<file path="src/rtl/sccb_pkg.sv">
// sccb_pkg -- shared state encoding and table markers for the SCCB register
// sequencer (sccb_reg_sequencer) and its tick timer.
package sccb_pkg;

    typedef enum logic [3:0] {
        ST_IDLE,
        ST_FETCH,
        ST_WRITE,
        ST_RD_SETUP,
        ST_READ,
        ST_CHECK,
        ST_DELAY,
        ST_DONE,
        ST_ERROR
    } sccb_state_t;

    // A table entry equal to this ends the run.
    localparam logic [15:0] SCCB_END_MARKER   = 16'hFFFF;
    // A table entry whose upper byte equals this is a delay of n units.
    localparam logic [7:0]  SCCB_DELAY_MARKER = 8'hFF;

    function automatic logic sccb_is_delay(input logic [15:0] entry);
        return (entry[15:8] == SCCB_DELAY_MARKER) && (entry != SCCB_END_MARKER);
    endfunction

endpackage

</file>
<file path="src/rtl/sccb_tick_timer.sv">
// sccb_tick_timer -- loadable down-counter stepped by the SCCB tick; expire is
// high while the count sits at zero.
module sccb_tick_timer #(
    parameter int CNT_W = 16
) (
    input  logic             PCLK,
    input  logic             PRESETN,
    input  logic             mid_pulse,
    input  logic             load,
    input  logic [CNT_W-1:0] load_val,
    output logic             expire
);

    logic [CNT_W-1:0] count;

    // Load has priority; otherwise count down one per tick, stopping at zero.
    always_ff @(posedge PCLK or negedge PRESETN) begin
        if (!PRESETN) begin
            count <= '0;
        end else if (load) begin
            count <= load_val;
        end else if (mid_pulse && (count != '0)) begin
            count <= count - CNT_W'(1);
        end
    end

    assign expire = (count == '0);

endmodule

</file>
<file path="src/rtl/sccb_reg_sequencer.sv">
// sccb_reg_sequencer -- walks a {sub_addr, data} register table and issues
// SCCB writes through the CoreSCCB start/done handshake, with inline delay
// entries. Define SCCB_VERIFY_EN to add read-back verification with up to
// MAX_RETRY re-attempts per entry and a mismatch error path.
//
// state    | meaning
// IDLE     | waiting for go
// FETCH    | decode tbl_entry at tbl_idx
// WRITE    | write transaction in flight
// RD_SETUP | switch to read ID for read-back
// READ     | read transaction in flight
// CHECK    | compare read-back with written data
// DELAY    | waiting n*DELAY_TICKS ticks
// DONE     | table finished, cfg_done held
// ERROR    | retries exhausted, cfg_err held
module sccb_reg_sequencer
    import sccb_pkg::*;
#(
    parameter int         NUM_ENTRIES = 64,
    parameter logic [7:0] DEV_WADDR   = 8'h42,
    parameter int         DELAY_TICKS = 100,
    parameter int         MAX_RETRY   = 3,
    localparam int        IDX_W       = (NUM_ENTRIES > 1) ? $clog2(NUM_ENTRIES) : 1
) (
    input  logic             PCLK,
    input  logic             PRESETN,
    input  logic             mid_pulse,
    input  logic             go,
    output logic [IDX_W-1:0] tbl_idx,
    input  logic [15:0]      tbl_entry,
    output logic             start,
    output logic             rw,
    output logic [7:0]       ip_addr,
    output logic [7:0]       sub_addr,
    output logic [7:0]       data_in,
    input  logic             done,
    input  logic [7:0]       data_out,
    output logic             busy,
    output logic             cfg_done,
    output logic             cfg_err,
    output logic [IDX_W-1:0] err_idx
);

    localparam int CNT_W = (DELAY_TICKS > 0) ? $clog2(255 * DELAY_TICKS + 1) : 1;

    sccb_state_t      state, nxt_state;
    logic [IDX_W-1:0] nxt_idx;
    logic             nxt_start, nxt_rw, nxt_busy, nxt_done;
    logic [7:0]       nxt_ip, nxt_sub, nxt_din;
    logic             adv, last_entry;
    logic             tmr_load, tmr_expire;
    logic [CNT_W-1:0] tmr_val;

`ifdef SCCB_VERIFY_EN
    localparam int RTY_W = (MAX_RETRY > 0) ? $clog2(MAX_RETRY + 1) : 1;
    logic [RTY_W-1:0] retries, nxt_retries;
    logic             cfg_err_q, nxt_err;
    logic [IDX_W-1:0] err_idx_q, nxt_err_idx;

    assign cfg_err = cfg_err_q;
    assign err_idx = err_idx_q;
`else
    logic unused_data_out;

    assign unused_data_out = ^data_out;
    assign cfg_err         = 1'b0;
    assign err_idx         = '0;
`endif

    assign last_entry = (tbl_idx == IDX_W'(NUM_ENTRIES - 1));
    assign tmr_val    = CNT_W'(32'(tbl_entry[7:0]) * DELAY_TICKS);

    sccb_tick_timer #(
        .CNT_W (CNT_W)
    ) u_timer (
        .PCLK      (PCLK),
        .PRESETN   (PRESETN),
        .mid_pulse (mid_pulse),
        .load      (tmr_load & mid_pulse),
        .load_val  (tmr_val),
        .expire    (tmr_expire)
    );

    // Register state and all handshake/status outputs, only on SCCB ticks.
    always_ff @(posedge PCLK or negedge PRESETN) begin
        if (!PRESETN) begin
            state     <= ST_IDLE;
            tbl_idx   <= '0;
            start     <= 1'b0;
            rw        <= 1'b0;
            ip_addr   <= '0;
            sub_addr  <= '0;
            data_in   <= '0;
            busy      <= 1'b0;
            cfg_done  <= 1'b0;
`ifdef SCCB_VERIFY_EN
            retries   <= '0;
            cfg_err_q <= 1'b0;
            err_idx_q <= '0;
`endif
        end else if (mid_pulse) begin
            state     <= nxt_state;
            tbl_idx   <= nxt_idx;
            start     <= nxt_start;
            rw        <= nxt_rw;
            ip_addr   <= nxt_ip;
            sub_addr  <= nxt_sub;
            data_in   <= nxt_din;
            busy      <= nxt_busy;
            cfg_done  <= nxt_done;
`ifdef SCCB_VERIFY_EN
            retries   <= nxt_retries;
            cfg_err_q <= nxt_err;
            err_idx_q <= nxt_err_idx;
`endif
        end
    end

    // Next-state and next-output decode; adv means the current entry is finished.
    always_comb begin
        nxt_state   = state;
        nxt_idx     = tbl_idx;
        nxt_start   = start;
        nxt_rw      = rw;
        nxt_ip      = ip_addr;
        nxt_sub     = sub_addr;
        nxt_din     = data_in;
        nxt_busy    = busy;
        nxt_done    = cfg_done;
        tmr_load    = 1'b0;
        adv         = 1'b0;
`ifdef SCCB_VERIFY_EN
        nxt_retries = retries;
        nxt_err     = cfg_err_q;
        nxt_err_idx = err_idx_q;
`endif
        case (state)
            ST_IDLE, ST_DONE, ST_ERROR: begin
                if (go) begin
                    nxt_idx   = '0;
                    nxt_done  = 1'b0;
                    nxt_busy  = 1'b1;
                    nxt_state = ST_FETCH;
`ifdef SCCB_VERIFY_EN
                    nxt_retries = '0;
                    nxt_err     = 1'b0;
`endif
                end
            end
            ST_FETCH: begin
                if (tbl_entry == SCCB_END_MARKER) begin
                    nxt_busy  = 1'b0;
                    nxt_done  = 1'b1;
                    nxt_state = ST_DONE;
                end else if (sccb_is_delay(tbl_entry)) begin
                    tmr_load  = 1'b1;
                    nxt_state = ST_DELAY;
                end else begin
                    nxt_ip    = DEV_WADDR;
                    nxt_rw    = 1'b0;
                    nxt_sub   = tbl_entry[15:8];
                    nxt_din   = tbl_entry[7:0];
                    nxt_state = ST_WRITE;
                end
            end
            ST_WRITE: begin
                // start rises one tick after entry, so it was low for at least a tick
                if (!start) begin
                    nxt_start = 1'b1;
                end else if (done) begin
                    nxt_start = 1'b0;
`ifdef SCCB_VERIFY_EN
                    nxt_state = ST_RD_SETUP;
`else
                    adv       = 1'b1;
`endif
                end
            end
`ifdef SCCB_VERIFY_EN
            ST_RD_SETUP: begin
                nxt_ip    = DEV_WADDR | 8'h01;
                nxt_rw    = 1'b1;
                nxt_state = ST_READ;
            end
            ST_READ: begin
                if (!start) begin
                    nxt_start = 1'b1;
                end else if (done) begin
                    nxt_start = 1'b0;
                    nxt_state = ST_CHECK;
                end
            end
            ST_CHECK: begin
                if (data_out == data_in) begin
                    adv = 1'b1;
                end else if (retries < RTY_W'(MAX_RETRY)) begin
                    nxt_retries = retries + RTY_W'(1);
                    nxt_state   = ST_FETCH;
                end else begin
                    nxt_err_idx = tbl_idx;
                    nxt_err     = 1'b1;
                    nxt_busy    = 1'b0;
                    nxt_state   = ST_ERROR;
                end
            end
`endif
            ST_DELAY: begin
                if (tmr_expire) begin
                    adv = 1'b1;
                end
            end
            default: begin
                nxt_state = ST_IDLE;
            end
        endcase

        // The index never wraps: finishing the last slot ends the run.
        if (adv) begin
`ifdef SCCB_VERIFY_EN
            nxt_retries = '0;
`endif
            if (last_entry) begin
                nxt_busy  = 1'b0;
                nxt_done  = 1'b1;
                nxt_state = ST_DONE;
            end else begin
                nxt_idx   = tbl_idx + IDX_W'(1);
                nxt_state = ST_FETCH;
            end
        end
    end

endmodule
</file>
<file path="config.mk">
export PLATFORM = sky130hd
export DESIGN_NAME = sccb_reg_sequencer
export DESIGN_NICKNAME = d
export VERILOG_FILES = /design/src/rtl/sccb_pkg.sv /design/src/rtl/sccb_tick_timer.sv /design/src/rtl/sccb_reg_sequencer.sv
export SDC_FILE = /design/constraint.sdc
export NUM_CORES = 1
export LEC_CHECK = 0
export ABC_AREA = 1
export ABC_CLOCK_PERIOD_IN_PS = 3350
export BUFFER_PORTS_ARGS = -buffer_cell sky130_fd_sc_hd__buf_4
export CAP_MARGIN = 20
export CELL_PAD_IN_SITES_DETAIL_PLACEMENT = 0
export CELL_PAD_IN_SITES_GLOBAL_PLACEMENT = 2
export CORE_MARGIN = 2
export CORE_UTILIZATION = 34
export DETAILED_ROUTE_END_ITERATION = 8
export PLACE_DENSITY_LB_ADDON = 0.25
export RECOVER_POWER = 25
export SYNTH_ARGS = -nofsm -noshare
export SYNTH_HDL_FRONTEND = slang
export SYNTH_SLANG_ARGS = --single-unit
</file>
<file path="constraint.sdc">
create_clock -name PCLK -period 3.35 [get_ports PCLK]
set_input_delay 0.1675 -clock PCLK [delete_from_list [all_inputs] [get_ports PCLK]]
set_output_delay 0.1675 -clock PCLK [all_outputs]
set_load 0.005 [all_outputs]
</file>
==> out/metrics.cfg, run 1 <==
[synth]
netlist_area_um2 = 3600
synthTopCellsByArea = dfrtp_1 31%, nand2_1 19%, ha_1 11%
synth_seq_cells = 44
synth_area_per_cell_um2 = 7.37
synth_top_area_cell = dfrtp_1
yosysWarnings = 0
synth_cells = 489
synth_top_area_frac = 0.306
yosysUniqueCellTypes = 36
yosysSeqAreaShare = 0.306

[global_route]
overflow = 0
gr-usage-all-layers = 0.166
grt_max_degree = 45
grt_pass1_vias = 3009
antenna_found_initial = 0
grt_pass1_wl_um = 15000

[routing]
drc_errors = 0
ant_nets = 0
drt_wl_total_um = 8710
vias = 3065
vias_per_cell = 4.54
drtIter0Drc = 91
first_pass_iters = 4
wl_per_cell_um = 12.9

[clocking]
cts.sinks = 44
cts_root_buffer = clkbuf_8
clockBufferDepth = 2
clk_latency_ns = 0.31
clk_pin_slew_ns = 0.10
cts-buffers-inserted = 5
cts_tree = built
htreeDepth = 2
postCtsSetupBuffers = 0
cts_resized = 0

[final_layout]
final_area_um2 = 4150
drive_above_1_share = 0.174
fillers = 1132
fin_nets = 601
finish.utilization = 0.402
syn_to_final_growth_pct = 15.2
seq_area_um2 = 1100
multi_input_area_um2 = 2200
insertedDiodeCount = 0

[power_and_ir_drop]
p_per_area_nw_per_um2 = 651
ir_worst_vdd_mv = 0.295
power_mw = 2.70
leakage_nw = 2.28

[timing]
relSlewSlack = 0.607
setup_tns_ns = 0
slew_viol_final = 0
skew_ns = 0.0126
fin_crit_sh = 0.720
grt_setup_unrepaired = no
period_needed_ns = 2.41
clock.fmax_mhz = 415
timing.hold.ws_ns = 0.0910
setup_violations = 0
hold_viol = 0
worst_pin_slew_ns = 0.589

[setup_path]
crit_slowest_cell = fa_1
path_delay_family = adder cells
cpPeakStageDelay_ns = 0.51
crit_top_cell = nand2_1
r2r_end = u_timer.count[9]$_DFFE_PN0P_
critPathMaxFanout = 4
arrival_ns = 2.62
cp.required_ns = 3.55
r2r_slack_ns = 1.57
rr_startpoint = u_timer.count[0]$_DFFE_PN0P_
cp_cell_sequence = buf_4, ha_1, ha_1, inv_1, fa_1, inv_1, ha_1, or2_2, nand3_1, nand2_1, nand2_1, nand2_1, nand2_1, nand2_1, nand2_1, nand2_1
critPathBufInv = 3
critPathCaptureType = register
start_kind = input port
rr_worst_depth = 12
worstSetupPathType = in -> reg

[placed_design]
io_buffer_count = 47
dpl-instance-area_um2 = 4020
dp_hpwl_um = 6770
place.gp.congestion = 0.800

[floorplanning]
rows = 37
design.core.area_um2 = 10300
num_io_pins = 70
die_h_um = 107
dieArea_um2 = 11400
initial_core_util = 0.349
die_w_um = 107

[worst_hold_path]
hold_path_depth = 2
holdPathEnd = sub_addr[4]$_DFFE_PN0P_
hold_path.class = in -> reg
min_from = tbl_entry[12]

[outcome]
status = finished, final reports clean

[run]
maxCapViolCount = 0

==> state kept, by name, indices dropped and copies added (netlist names) <==
register / count
start: 1
data_in: 8
sub_addr: 8
cfg_done: 1
ip_addr: 1
tbl_idx: 6
state: 3
busy: 1
u_timer.count: 15
==> power breakdown <==
part	internal, mW	total, mW	switching, mW
clock network	0.225	0.446	0.221
registers	0.740	0.940	0.200
logic	0.614	1.31	0.700
total	1.58	2.70	1.12
==> worst register-to-register path: cells and delay by family, from the launching register on <==
family / cells / cell delay, ns
adders and majority gates: 1 / 0.20
and+or+nand+nor: 8 / 0.78
DFF: 1 / 0.39
buffers and inverters: 3 / 0.37
==> cells in the final DEF, fill, tap and decap left out, drive strengths merged, types with 8 or more instances in the layout <==
cell type,Yosys,final
ha,31,31
o21ai,14,14
mux2,14,14
nand2,192,192
o211ai,8,8
buf,19,47
inv,53,53
nand3,40,40
conb,1,14
nor2,41,41
dfrtp,44,44
==> layer usage <==
metal / up-vias / share of wire / global-route usage
met2: 42 / 0.45 / 0.276
li1: 1633 / - / -
met1: 1385 / 0.51 / 0.228
met3: 5 / 0.031 / 0.0304
met5: - / 0 / 0
met4: 0 / 0.0069 / 0.0278
==> per-stage QoR <==
step	setup WS, ns	std cells
6_report	0.939	675
3_3_place_gp	0.612	666
2_1_floorplan	0.949	502
5_1_grt	0.803	675
3_5_place_dp	0.622	666
4_1_cts	0.932	675
==> kinds of logic (layout without fill, tap and decap cells) <==
kind of cell,count (synthesis),after routing,synth area share
AO/OA/AOI/OAI,29,29,0.0490
XOR/XNOR,10,10,0.0243
adder cells (fa/ha/maj),34,34,0.124
buffers and inverters,72,109,0.0980
flip-flops,44,44,0.306
multiplexers,14,14,0.0490
other,1,14,0.00104
AND/OR/NAND/NOR,285,285,0.349
==> area by class of cell <==
type                            count  area share
Multi-Input combinational cell    386       0.530
Sequential cell                    44       0.265
Timing Repair Buffer               48      0.0875
Inverter                           53      0.0486
Tap cell                          136      0.0410
Clock buffer                        5      0.0166
Clock inverter                      3      0.0115
==> synthesized netlist by cell type <==
cell type / instances
nand4_1: 4
nand3_1: 38
o211ai_1: 7
buf_6: 3
o211ai_2: 1
nand3_2: 1
and2_1: 1
inv_1: 49
o21ai_1: 1
o21ai_2: 1
inv_2: 3
xor2_1: 5
o21bai_1: 1
o21ai_0: 12
buf_2: 1
nor3_4: 1
nor2_4: 3
ha_1: 31
buf_4: 15
nand3_4: 1
nand3b_1: 4
mux2_4: 5
nand2_1: 183
nor2_8: 1
nor2_2: 1
mux2_2: 9
conb_1: 1
nor2_1: 36
fa_1: 3
xnor2_1: 5
nand2_4: 2
inv_4: 1
dfrtp_1: 44
a21oi_1: 6
or2_2: 2
nand2_2: 7
==> worst max path at each step <==
stage,from,end,slack [ns],cells after the start
2_1_floorplan,tbl_entry[3],u_timer.count[14]$_DFFE_PN0P_,0.95,15
3_3_place_gp,tbl_entry[3],u_timer.count[14]$_DFFE_PN0P_,0.61,16
3_5_place_dp,tbl_entry[3],u_timer.count[14]$_DFFE_PN0P_,0.62,16
4_1_cts,tbl_entry[3],u_timer.count[14]$_DFFE_PN0P_,0.93,16
5_1_grt,tbl_entry[3],u_timer.count[12]$_DFFE_PN0P_,0.80,16
6_report,tbl_entry[3],u_timer.count[14]$_DFFE_PN0P_,0.94,16
==> what timing repair did <==
item,CTS,global route
hold endpoints to repair,44,0
endpoints found under the setup margin,0,0
hold buffers,1,0
(Power assumes the default switching activity.)
==> run 2: changes to the inputs <==
--- a/config.mk
+++ b/config.mk
@@ -6,13 +6,13 @@
 export NUM_CORES = 1
 export LEC_CHECK = 0
 export ABC_AREA = 1
-export ABC_CLOCK_PERIOD_IN_PS = 3350
+export ABC_CLOCK_PERIOD_IN_PS = 2400
 export BUFFER_PORTS_ARGS = -buffer_cell sky130_fd_sc_hd__buf_4
 export CAP_MARGIN = 20
 export CELL_PAD_IN_SITES_DETAIL_PLACEMENT = 0
 export CELL_PAD_IN_SITES_GLOBAL_PLACEMENT = 2
 export CORE_MARGIN = 2
-export CORE_UTILIZATION = 34
+export CORE_UTILIZATION = 32
 export DETAILED_ROUTE_END_ITERATION = 8
 export PLACE_DENSITY_LB_ADDON = 0.25
 export RECOVER_POWER = 25
==> constraint.sdc (replaced) <==
create_clock -name PCLK -period 2.4 [get_ports PCLK]
set_input_delay 0.12 -clock PCLK [delete_from_list [all_inputs] [get_ports PCLK]]
set_output_delay 0.12 -clock PCLK [all_outputs]
set_load 0.005 [all_outputs]
==> run 2 against run 1 <==
Design area up 4.7%. Critical path type unchanged. Power increased by 50%. Register-to-register slack got worse by 0.93 ns. Setup slack got worse by 0.73 ns. Highest routed layer unchanged. Clock power is 82% higher. Largest power group unchanged.
==> out/metrics.cfg, run 2 (synthesized netlist as in run 1, its figures left out) <==
[outcome]
status = finished, final reports clean

[setup_path]
r2r_slack_ns = 0.64
r2r_end = u_timer.count[8]$_DFFE_PN0P_
start_kind = input port
path_delay_family = adder cells
rr_worst_depth = 11
critPathMaxFanout = 4
crit_slowest_cell = fa_1
arrival_ns = 2.37
cp.required_ns = 2.59
cp_cell_sequence = buf_4, ha_1, ha_1, fa_1, ha_1, nand2_1, inv_1, nand2_1, nand2_1, nand2_1, nand2_1, nand2_1, nand3_1, nand2_1, nand2_1, nand2_1
cpPeakStageDelay_ns = 0.46
worstSetupPathType = in -> reg
critPathCaptureType = register
critPathBufInv = 2
crit_top_cell = nand2_1
rr_startpoint = u_timer.count[0]$_DFFE_PN0P_

[routing]
wl_per_cell_um = 13.2
ant_nets = 0
drt_wl_total_um = 9130
first_pass_iters = 6
drc_errors = 0
vias_per_cell = 4.66
drtIter0Drc = 151
vias = 3234

[floorplanning]
initial_core_util = 0.329
design.core.area_um2 = 10900
die_w_um = 110
dieArea_um2 = 12100
rows = 38
num_io_pins = 70
die_h_um = 110

[clocking]
cts_tree = built
cts.sinks = 44
clockBufferDepth = 2
cts_root_buffer = clkbuf_16
clk_latency_ns = 0.29
clk_pin_slew_ns = 0.07
htreeDepth = 2
cts-buffers-inserted = 5

[power_and_ir_drop]
p_per_area_nw_per_um2 = 931
switching_share = 0.397
seqPwrFrac = 0.324
power_mw = 4.04
pwr-share-clk = 0.201
switching_power_mw = 1.60
ir_worst_vdd_mv = 0.473
power.internal_mw = 2.44
pwr-share-comb = 0.475
leakage_nw = 2.38

[final_layout]
drive_above_1_share = 0.202
stdcell_count = 694
fin_nets = 616
layout_commonest_cell = nand2_1
finish.utilization = 0.397
syn_to_final_growth_pct = 20.6
largest_reg_flops = 15
top_register = u_timer.count
top_regs = u_timer.count x15, data_in x8, sub_addr x8
insertedDiodeCount = 0
final_cell_mix = 183 x nand2_1, 61 x buf_4, 49 x inv_1

[timing]
setup_ws_ns = 0.213
clock.fmax_mhz = 457
grt_setup_unrepaired = no
hold_viol = 0
setup_tns_ns = 0
fin_crit_sh = 0.911
setup_violations = 0
slew_viol_final = 0
skew_ns = 0.00580
period_needed_ns = 2.19
worst_pin_slew_ns = 1.15
relSlewSlack = 0.236

[global_route]
antenna_found_initial = 0
grt_pass1_wl_um = 15400
grt_pass1_vias = 3119
grt_max_degree = 45
gr-usage-all-layers = 0.164
overflow = 0

[placed_design]
dp_hpwl_um = 7330
place_ws_ns = -0.176
place.gp.congestion = 0.809
io_buffer_count = 47
post-place-cells = 685

[worst_hold_path]
hold_path_depth = 2
min_from = tbl_entry[10]
hold_path.class = in -> reg
holdPathEnd = sub_addr[2]$_DFFE_PN0P_

[run]
maxCapViolCount = 0

-- run 2: timing repair --
item | in CTS | in global routing
gates resized for setup | 0 | 4
hold buffers | 1 | 0
setup buffers | 0 | 0
hold endpoints to repair | 44 | 0
endpoints found under the setup margin | 0 | 3
-- run 2: power by group through the flow --
stage | Combinational [mW] | Sequential [mW] | Clock (mW)
6_report | 1.92 | 1.31 | 0.813
2_1_floorplan | 1.29 | 1.27 | 0
3_5_place_dp | 1.93 | 1.32 | 0
3_3_place_gp | 1.92 | 1.32 | 0
5_1_grt | 2.23 | 1.36 | 0.880
4_1_cts | 1.93 | 1.31 | 0.836
-- run 2: stage by stage --
stage	cell area, µm²	hold WS (ns)
final	4340	0.0669
after global placement	4140	0.172
after CTS	4320	0.0594
after detailed placement	4140	0.174
after global routing	4340	0.0580
after floorplan	3650	-0.176
-- run 2: layout make-up --
cell class,instances,area [µm²]
fill,1172,6590
tap,140,175
clock inverter,3,46.3
multi-input combinational,386,2220
sequential,44,1100
inverter,53,201
clock buffer,5,125
timing repair buffer,63,473
-- run 2: per-layer routing --
layer	GRT usage	vias to the layer above	wire (µm)
met3	0.0235	10	302
met1	0.226	1514	4620
met2	0.268	52	4100
met5	0	-	0
met4	0.0411	0	113
li1	-	1658	-
-- run 2: worst max path at each step --
stage	start	cells after the start	slack [ns]	end
3_3_place_gp	tbl_entry[3]	16	-0.15	u_timer.count[14]$_DFFE_PN0P_
6_report	tbl_entry[2]	16	0.21	u_timer.count[13]$_DFFE_PN0P_
2_1_floorplan	tbl_entry[3]	15	0.05	u_timer.count[14]$_DFFE_PN0P_
5_1_grt	tbl_entry[3]	18	0.03	u_timer.count[11]$_DFFE_PN0P_
3_5_place_dp	tbl_entry[3]	16	-0.18	u_timer.count[14]$_DFFE_PN0P_
4_1_cts	tbl_entry[3]	16	0.13	u_timer.count[14]$_DFFE_PN0P_
